$ cat config.mk
export PLATFORM = sky130hd
export DESIGN_NAME = vec_issue_ctrl_flat
export DESIGN_NICKNAME = d
export VERILOG_FILES = /design/src/rtl/vec_issue_ctrl_if.sv /design/src/rtl/vec_issue_ctrl.sv /design/src/flat_wrapper.sv
export SDC_FILE = /design/constraint.sdc
export NUM_CORES = 1
export LEC_CHECK = 0
export CAP_MARGIN = 10
export CORE_AREA = 2 2 56 58
export CTS_BUF_LIST = sky130_fd_sc_hd__clkbuf_16
export CTS_CLUSTER_SIZE = 12
export DETAILED_ROUTE_END_ITERATION = 8
export DIE_AREA = 0 0 58 60
export PLACE_DENSITY = 0.75
export SYNTH_ARGS = -nofsm -noshare
export SYNTH_HDL_FRONTEND = slang
export SYNTH_SLANG_ARGS = --single-unit
export TNS_END_PERCENT = 1
$ cat constraint.sdc
create_clock -name clk -period 2 [get_ports clk]
set_clock_uncertainty 0.15 [all_clocks]
set_input_delay 0.3 -clock clk [delete_from_list [all_inputs] [get_ports clk]]
set_output_delay 0.3 -clock clk [all_outputs]
set_load 0.01 [all_outputs]
$ cat src/rtl/vec_issue_ctrl_if.sv
// Handshake bundle between the instruction source and the vector issue controller.
// The master modport is the instruction source / micro-op sink; the slave modport is the controller.
interface vec_issue_ctrl_if #(
    parameter int VLEN  = 8,
    parameter int LANES = 4,
    parameter int OPW   = 6
);
    localparam int BEATS = VLEN / LANES;
    localparam int BW    = (BEATS > 1) ? $clog2(BEATS) : 1;
    localparam int LBW   = $clog2(VLEN) + 1;

    logic           in_valid;
    logic [OPW-1:0] op;
    logic           in_ready;
    logic           out_valid;
    logic           out_ready;
    logic [13:0]    ctrl;
    logic [BW-1:0]  beat_idx;
    logic [LBW-1:0] lane_base;
    logic           last_beat;
    logic           running;

    modport master (
        output in_valid, op, out_ready,
        input  in_ready, out_valid, ctrl, beat_idx, lane_base, last_beat, running
    );

    modport slave (
        input  in_valid, op, out_ready,
        output in_ready, out_valid, ctrl, beat_idx, lane_base, last_beat, running
    );
endinterface

$ cat src/rtl/vec_issue_ctrl.sv
// Vector issue controller: decodes opcodes into 14-bit control words and splits
// vector-class instructions into LANES-wide beats.
module vec_issue_ctrl #(
    parameter int VLEN  = 8,
    parameter int LANES = 4,
    parameter int OPW   = 6
) (
    input logic           clk,
    input logic           rst,
    vec_issue_ctrl_if.slave bus
);
    localparam int BEATS = VLEN / LANES;
    localparam int BW    = (BEATS > 1) ? $clog2(BEATS) : 1;
    localparam int LBW   = $clog2(VLEN) + 1;
    localparam int LOG2L = $clog2(LANES);

    localparam logic [1:0] S_OFF   = 2'd0;
    localparam logic [1:0] S_IDLE  = 2'd1;
    localparam logic [1:0] S_ISSUE = 2'd2;

    localparam logic [OPW-1:0] OP_START = OPW'(6'b110010);
    localparam logic [OPW-1:0] OP_STOP  = OPW'(6'b110001);

    logic [1:0]    r_state;
    logic [13:0]   r_ctrl;
    logic [BW-1:0] r_beat;
    logic          r_vec;

    logic          w_issuing;
    logic          w_last;
    logic          w_inReady;
    logic          w_accept;
    logic          w_isStart;
    logic          w_isStop;
    logic          w_isVec;
    logic [13:0]   w_decCtrl;

    always_comb begin
        w_decCtrl = 14'b0;
        case (bus.op)
            OPW'(6'b000000): w_decCtrl = 14'b10_0000_001_00_0_10;
            OPW'(6'b010000): w_decCtrl = 14'b10_0000_100_00_0_00;
            OPW'(6'b000100): w_decCtrl = 14'b01_0000_011_00_0_10;
            OPW'(6'b001100): w_decCtrl = 14'b01_0000_001_00_0_10;
            OPW'(6'b010001): w_decCtrl = 14'b00_0100_100_00_0_00;
            OPW'(6'b010010): w_decCtrl = 14'b10_1000_100_00_0_00;
            OPW'(6'b010101): w_decCtrl = 14'b00_0110_100_00_0_00;
            OPW'(6'b010110): w_decCtrl = 14'b01_1010_100_00_0_00;
            OPW'(6'b011101): w_decCtrl = 14'b00_0101_100_00_0_00;
            OPW'(6'b011110): w_decCtrl = 14'b01_1001_100_00_0_00;
            OPW'(6'b100000): w_decCtrl = 14'b00_0000_000_01_0_00;
            OPW'(6'b100001): w_decCtrl = 14'b00_0000_000_10_0_00;
            OPW'(6'b100010): w_decCtrl = 14'b00_0000_000_00_1_00;
            OPW'(6'b111111): w_decCtrl = 14'b01_0000_100_00_0_01;
            default:         w_decCtrl = 14'b0;
        endcase
    end

    // With a single beat per register, vector ops degenerate to ordinary single-beat ops.
    assign w_isVec   = (BEATS > 1) &&
                       ((bus.op == OPW'(6'b001100)) ||
                        (bus.op == OPW'(6'b011101)) ||
                        (bus.op == OPW'(6'b011110)));
    assign w_isStart = (bus.op == OP_START);
    assign w_isStop  = (bus.op == OP_STOP);

    assign w_issuing = (r_state == S_ISSUE);
    assign w_last    = !r_vec || (r_beat == BW'(BEATS - 1));

    // Accepting during ISSUE only on the final beat's handshake gives zero-bubble back-to-back issue.
    assign w_inReady = !w_issuing || (bus.out_ready && w_last);
    assign w_accept  = bus.in_valid && w_inReady;

    always_ff @(posedge clk or posedge rst) begin
        if (rst) begin
            r_state <= S_OFF;
            r_ctrl  <= 14'b0;
            r_beat  <= '0;
            r_vec   <= 1'b0;
        end else begin
            case (r_state)
                S_OFF: begin
                    if (w_accept && w_isStart) begin
                        r_state <= S_IDLE;
                    end
                end
                S_IDLE, S_ISSUE: begin
                    if (w_issuing && bus.out_ready && !w_last) begin
                        r_beat <= r_beat + BW'(1);
                    end else if (!w_issuing || bus.out_ready) begin
                        if (w_accept && w_isStop) begin
                            r_state <= S_OFF;
                        end else if (w_accept && !w_isStart) begin
                            r_state <= S_ISSUE;
                            r_ctrl  <= w_decCtrl;
                            r_beat  <= '0;
                            r_vec   <= w_isVec;
                        end else begin
                            r_state <= S_IDLE;
                        end
                    end
                end
                default: begin
                    r_state <= S_OFF;
                end
            endcase
        end
    end

    // Micro-op fields read as zero whenever no micro-op is being presented.
    assign bus.in_ready  = w_inReady;
    assign bus.out_valid = w_issuing;
    assign bus.ctrl      = w_issuing ? r_ctrl : 14'b0;
    assign bus.beat_idx  = w_issuing ? r_beat : '0;
    assign bus.lane_base = w_issuing ? (LBW'(r_beat) << LOG2L) : '0;
    assign bus.last_beat = w_issuing && w_last;
    assign bus.running   = (r_state != S_OFF);

endmodule
$ cat src/flat_wrapper.sv
// flat-port wrapper written by rule: the top's interface ports become plain ports
module vec_issue_ctrl_flat 
#(
    parameter int VLEN  = 8,
    parameter int LANES = 4,
    parameter int OPW   = 6
)
  (clk, rst, bus_in_valid, bus_op, bus_out_ready, bus_in_ready, bus_out_valid, bus_ctrl, bus_beat_idx, bus_lane_base, bus_last_beat, bus_running);
  vec_issue_ctrl_if #(.VLEN(VLEN), .LANES(LANES), .OPW(OPW)) bus_i ();
  input logic clk;
  input logic rst;
  input wire logic [$bits(bus_i.in_valid)-1:0] bus_in_valid;
  input wire logic [$bits(bus_i.op)-1:0] bus_op;
  input wire logic [$bits(bus_i.out_ready)-1:0] bus_out_ready;
  output wire logic [$bits(bus_i.in_ready)-1:0] bus_in_ready;
  output wire logic [$bits(bus_i.out_valid)-1:0] bus_out_valid;
  output wire logic [$bits(bus_i.ctrl)-1:0] bus_ctrl;
  output wire logic [$bits(bus_i.beat_idx)-1:0] bus_beat_idx;
  output wire logic [$bits(bus_i.lane_base)-1:0] bus_lane_base;
  output wire logic [$bits(bus_i.last_beat)-1:0] bus_last_beat;
  output wire logic [$bits(bus_i.running)-1:0] bus_running;
  assign bus_i.in_valid = bus_in_valid;
  assign bus_i.op = bus_op;
  assign bus_i.out_ready = bus_out_ready;
  assign bus_in_ready = bus_i.in_ready;
  assign bus_out_valid = bus_i.out_valid;
  assign bus_ctrl = bus_i.ctrl;
  assign bus_beat_idx = bus_i.beat_idx;
  assign bus_lane_base = bus_i.lane_base;
  assign bus_last_beat = bus_i.last_beat;
  assign bus_running = bus_i.running;
  vec_issue_ctrl #(.VLEN(VLEN), .LANES(LANES), .OPW(OPW)) u_core (.clk(clk), .rst(rst), .bus(bus_i));
endmodule
==> impl_metrics.csv <==
group,metric,value,unit
placed_design,port_buffers,29,
drt,wl,2700,um
global_routing,grt_pass1_wl,4400,um
global_routing,gr-total-overflow,0,
floorplanning,start_util,40.3,%
clocking,cts_made_buffers,3,
sta,fin_worst_hold_slack,0.291,ns
clocking,clk_latency,0.25,ns
clocking,root_buffer,"clkbuf_16",
global_routing,antenna_found_initial,0,
placed_design,place_congestion,0.850,
synthesis,synth-main-ff-cell,"dfrtp_1",
synthesis,yosysSeqAreaShare,36.4,%
synthesis,synthTopCellsByArea,"dfrtp_1 36%, ha_1 8.6%, and2_1 8.0%, inv_1 4.2%, buf_4 3.2%",
final_layout,ff_latch_area,425,um2
job,cap_violations,0,
clocking,postCtsHoldBufs,0,
clocking,htree_levels,1,
drt,num_vias,1036,
final_layout,fill_cells,255,
drt,antenna_left,0,
final_layout,area_growth,40.1,%
floorplanning,die_area,0.00348,mm2
synthesis,synth_compound_area_share,11.1,%
synthesis,synth_common_cells,"17 x dfrtp_1, 15 x and2_1, 13 x inv_1",
synthesis,synth_fa_ha_area_share,8.57,%
floorplanning,fp.dieH,60,um
power,total_switching_power,0.453,mW
hold_path,hp-class,"in2async",
power,p_sw_share,31.9,%
synthesis,ys_types,38,
synthesis,netlist_area,0.00117,mm2
drt,dr.first_iter.drc_count,18,
synthesis,synth_top_family_by_area,"simple AND/OR/NAND/NOR gates",
critical_path,worstPathMaxFanout,5,
sta,rsz0062_at_grt,"yes",
floorplanning,fp-row-count,20,
synthesis,syn-mean-instance-area,9.20,um2
synthesis,synth_edf_count,0,
synthesis,synth_mux_area_share,6.32,%
final_layout,drive_above_1_share,17.8,%
power,pwr_density_cell,868,mW/mm2
power,p_clk_share,28.9,%
global_routing,grt_max_degree,18,
synthesis,synth_top_cell_area_share,36.4,%
synthesis,synth_cells,127,
sta,finalSetupViolCount,0,
sta,tightest_slew,0.654,ns
critical_path,required,1.99,ns
run_status,status,"complete, no violations",
power,ir_drop,0.459,mV
floorplanning,die_w,58,um
final_layout,nets,188,
synthesis,synth_top_cell_by_area,"dfrtp_1",
sta,fin_crit,1.98,ns
clocking,cts_tree,"yes",
sta,max_clock_freq,505,MHz
power,power_frac_comb,36.1,%
critical_path,setup.worst_path.end_class,"flop",
synthesis,yosysMostFrequentCell,"dfrtp_1",
final_layout,diodes,0,
clocking,clkTransAtPathRegs,0.06,ns
drt,routedWlPerCell,13.4,um
sta,report.final.slew_viol_count,0,
placed_design,hpwlAfterDp,2030,um
sta,min_period_over_period,99.0,%
power,p_int,0.968,mW
synthesis,yosysWarnings,0,
power,leakage,0.837,nW
synthesis,synth-seq-cells,17,
critical_path,worstSetupStartpointType,"flop",
power,seqPwrFrac,35.0,%
synthesis,synthArstFlopShare,100,%
clocking,clockBufferDepth,2,
final_layout,multi_input_area,638,um2
synthesis,synthXorXnorAreaFrac,0,%
floorplanning,coreArea,0.00290,mm2
synthesis,synth-simple-area-share,25.9,%
drt,drc,0,
clocking,cts.sinks,17,
sta,max-slew-margin-rel,56.4,%
drt,dr.pass1.iters,4,
critical_path,path_class,"reg2reg",
final_layout,fin_util,56.4,%
drt,via_per_inst,5.13,
sta,finalHoldViolations,0,
global_routing,track_usage,16.4,%
global_routing,grt_pass1_vias,1002,
critical_path,worstPathArrival,1.97,ns
floorplanning,io_pins,33,
[sequential cells by signal, indices dropped and copies added, names as in the netlist]
register / count
u_core.r_beat: 1
u_core.r_ctrl: 13
u_core.r_state: 2
u_core.r_vec: 1
[power by group through the flow]
stage	combinational [mW]	sequential [mW]	clock, mW
6_report	0.513	0.498	0.410
5_1_grt	0.570	0.512	0.429
4_1_cts	0.491	0.500	0.411
3_5_place_dp	0.512	0.503	0
3_3_place_gp	0.502	0.500	0
2_1_floorplan	0.349	0.484	0
[layout by cell type (no fill, tap or decap), types with 4 or more instances in the layout]
cell / instances
and2_1: 15
clkdlybuf4s50_1: 9
clkdlybuf4s15_1: 6
buf_4: 16
o21ai_1: 4
inv_1: 13
ha_1: 7
dlygate4sd2_1: 14
nor2b_1: 6
nand2_1: 9
nor2_1: 5
dfrtp_1: 17
nand3_1: 4
[repair_timing]
action,4_1_cts,5_1_grt
setup buffers,0,1
resized for setup,21,9
pin swaps,1,1
endpoints found under the setup margin,24,19
gates cloned,0,1
[path summary, 6_finish.rpt]
check / from / endpoint / slack [ns] / depth (start not counted)
setup reg to reg: u_core.r_state[0] / u_core.r_state[1] / 0.02 / 7
min in group clk: u_core.r_ctrl[9] / u_core.r_ctrl[9] / 0.34 / 1
setup / recovery: u_core.r_state[0] / u_core.r_state[1] / 0.02 / 7
max in group asynchronous: rst / u_core.r_vec / 0.99 / 2
hold reg to reg: u_core.r_ctrl[9] / u_core.r_ctrl[9] / 0.34 / 1
hold / removal: rst / u_core.r_beat / 0.29 / 2
[routing by layer]
metal | vias to the layer above | global-route usage, % | share of wire (%)
li1 | 509 | - | -
met1 | 490 | 20.9 | 44
met2 | 35 | 29.4 | 49
met3 | 2 | 2.16 | 5.9
met4 | 0 | 3.99 | 0.63
met5 | - | 0 | 0
[stage by stage]
step	worst slack, ns	setup TNS, ns	std cells	power (mW)	instance area, um2
finish	0.0191	0	202	1.42	1640
global route	-0.0256	-0.0754	202	1.51	1640
CTS	0.0320	0	200	1.40	1610
detailed placement	-0.271	-3.44	196	1.01	1550
global placement	-0.148	-1.73	196	1.00	1550
floorplan	0.0319	0	129	0.833	1180
[worst max-delay path: stages (launching register included)]
cell and delay, ns:
dfrtp_1 0.40, inv_1 0.10, ha_2 0.20, a21bo_2 0.26
and4_4 0.22, buf_4 0.15, buf_4 0.13, mux2_2 0.25
[area by class of cell]
class / instances / area share, %
multi-input combinational: 89 / 39.0
sequential: 17 / 26.0
timing repair buffer: 46 / 24.7
clock buffer: 3 / 4.58
inverter: 13 / 2.98
tap: 33 / 2.52
clock inverter: 1 / 0.306
[cell families (layout without fill, tap and decap cells)]
group                    count (synthesis)  after routing
AND/OR/NAND/NOR                         52             53
multiplexers                             6              6
other                                    1              3
adder cells (fa/ha/maj)                  8              8
flip-flops                              17             17
AO/OA/AOI/OAI                           19             19
buffers and inverters                   24             63
No activity file was read; power rests on OpenSTA's default activity.
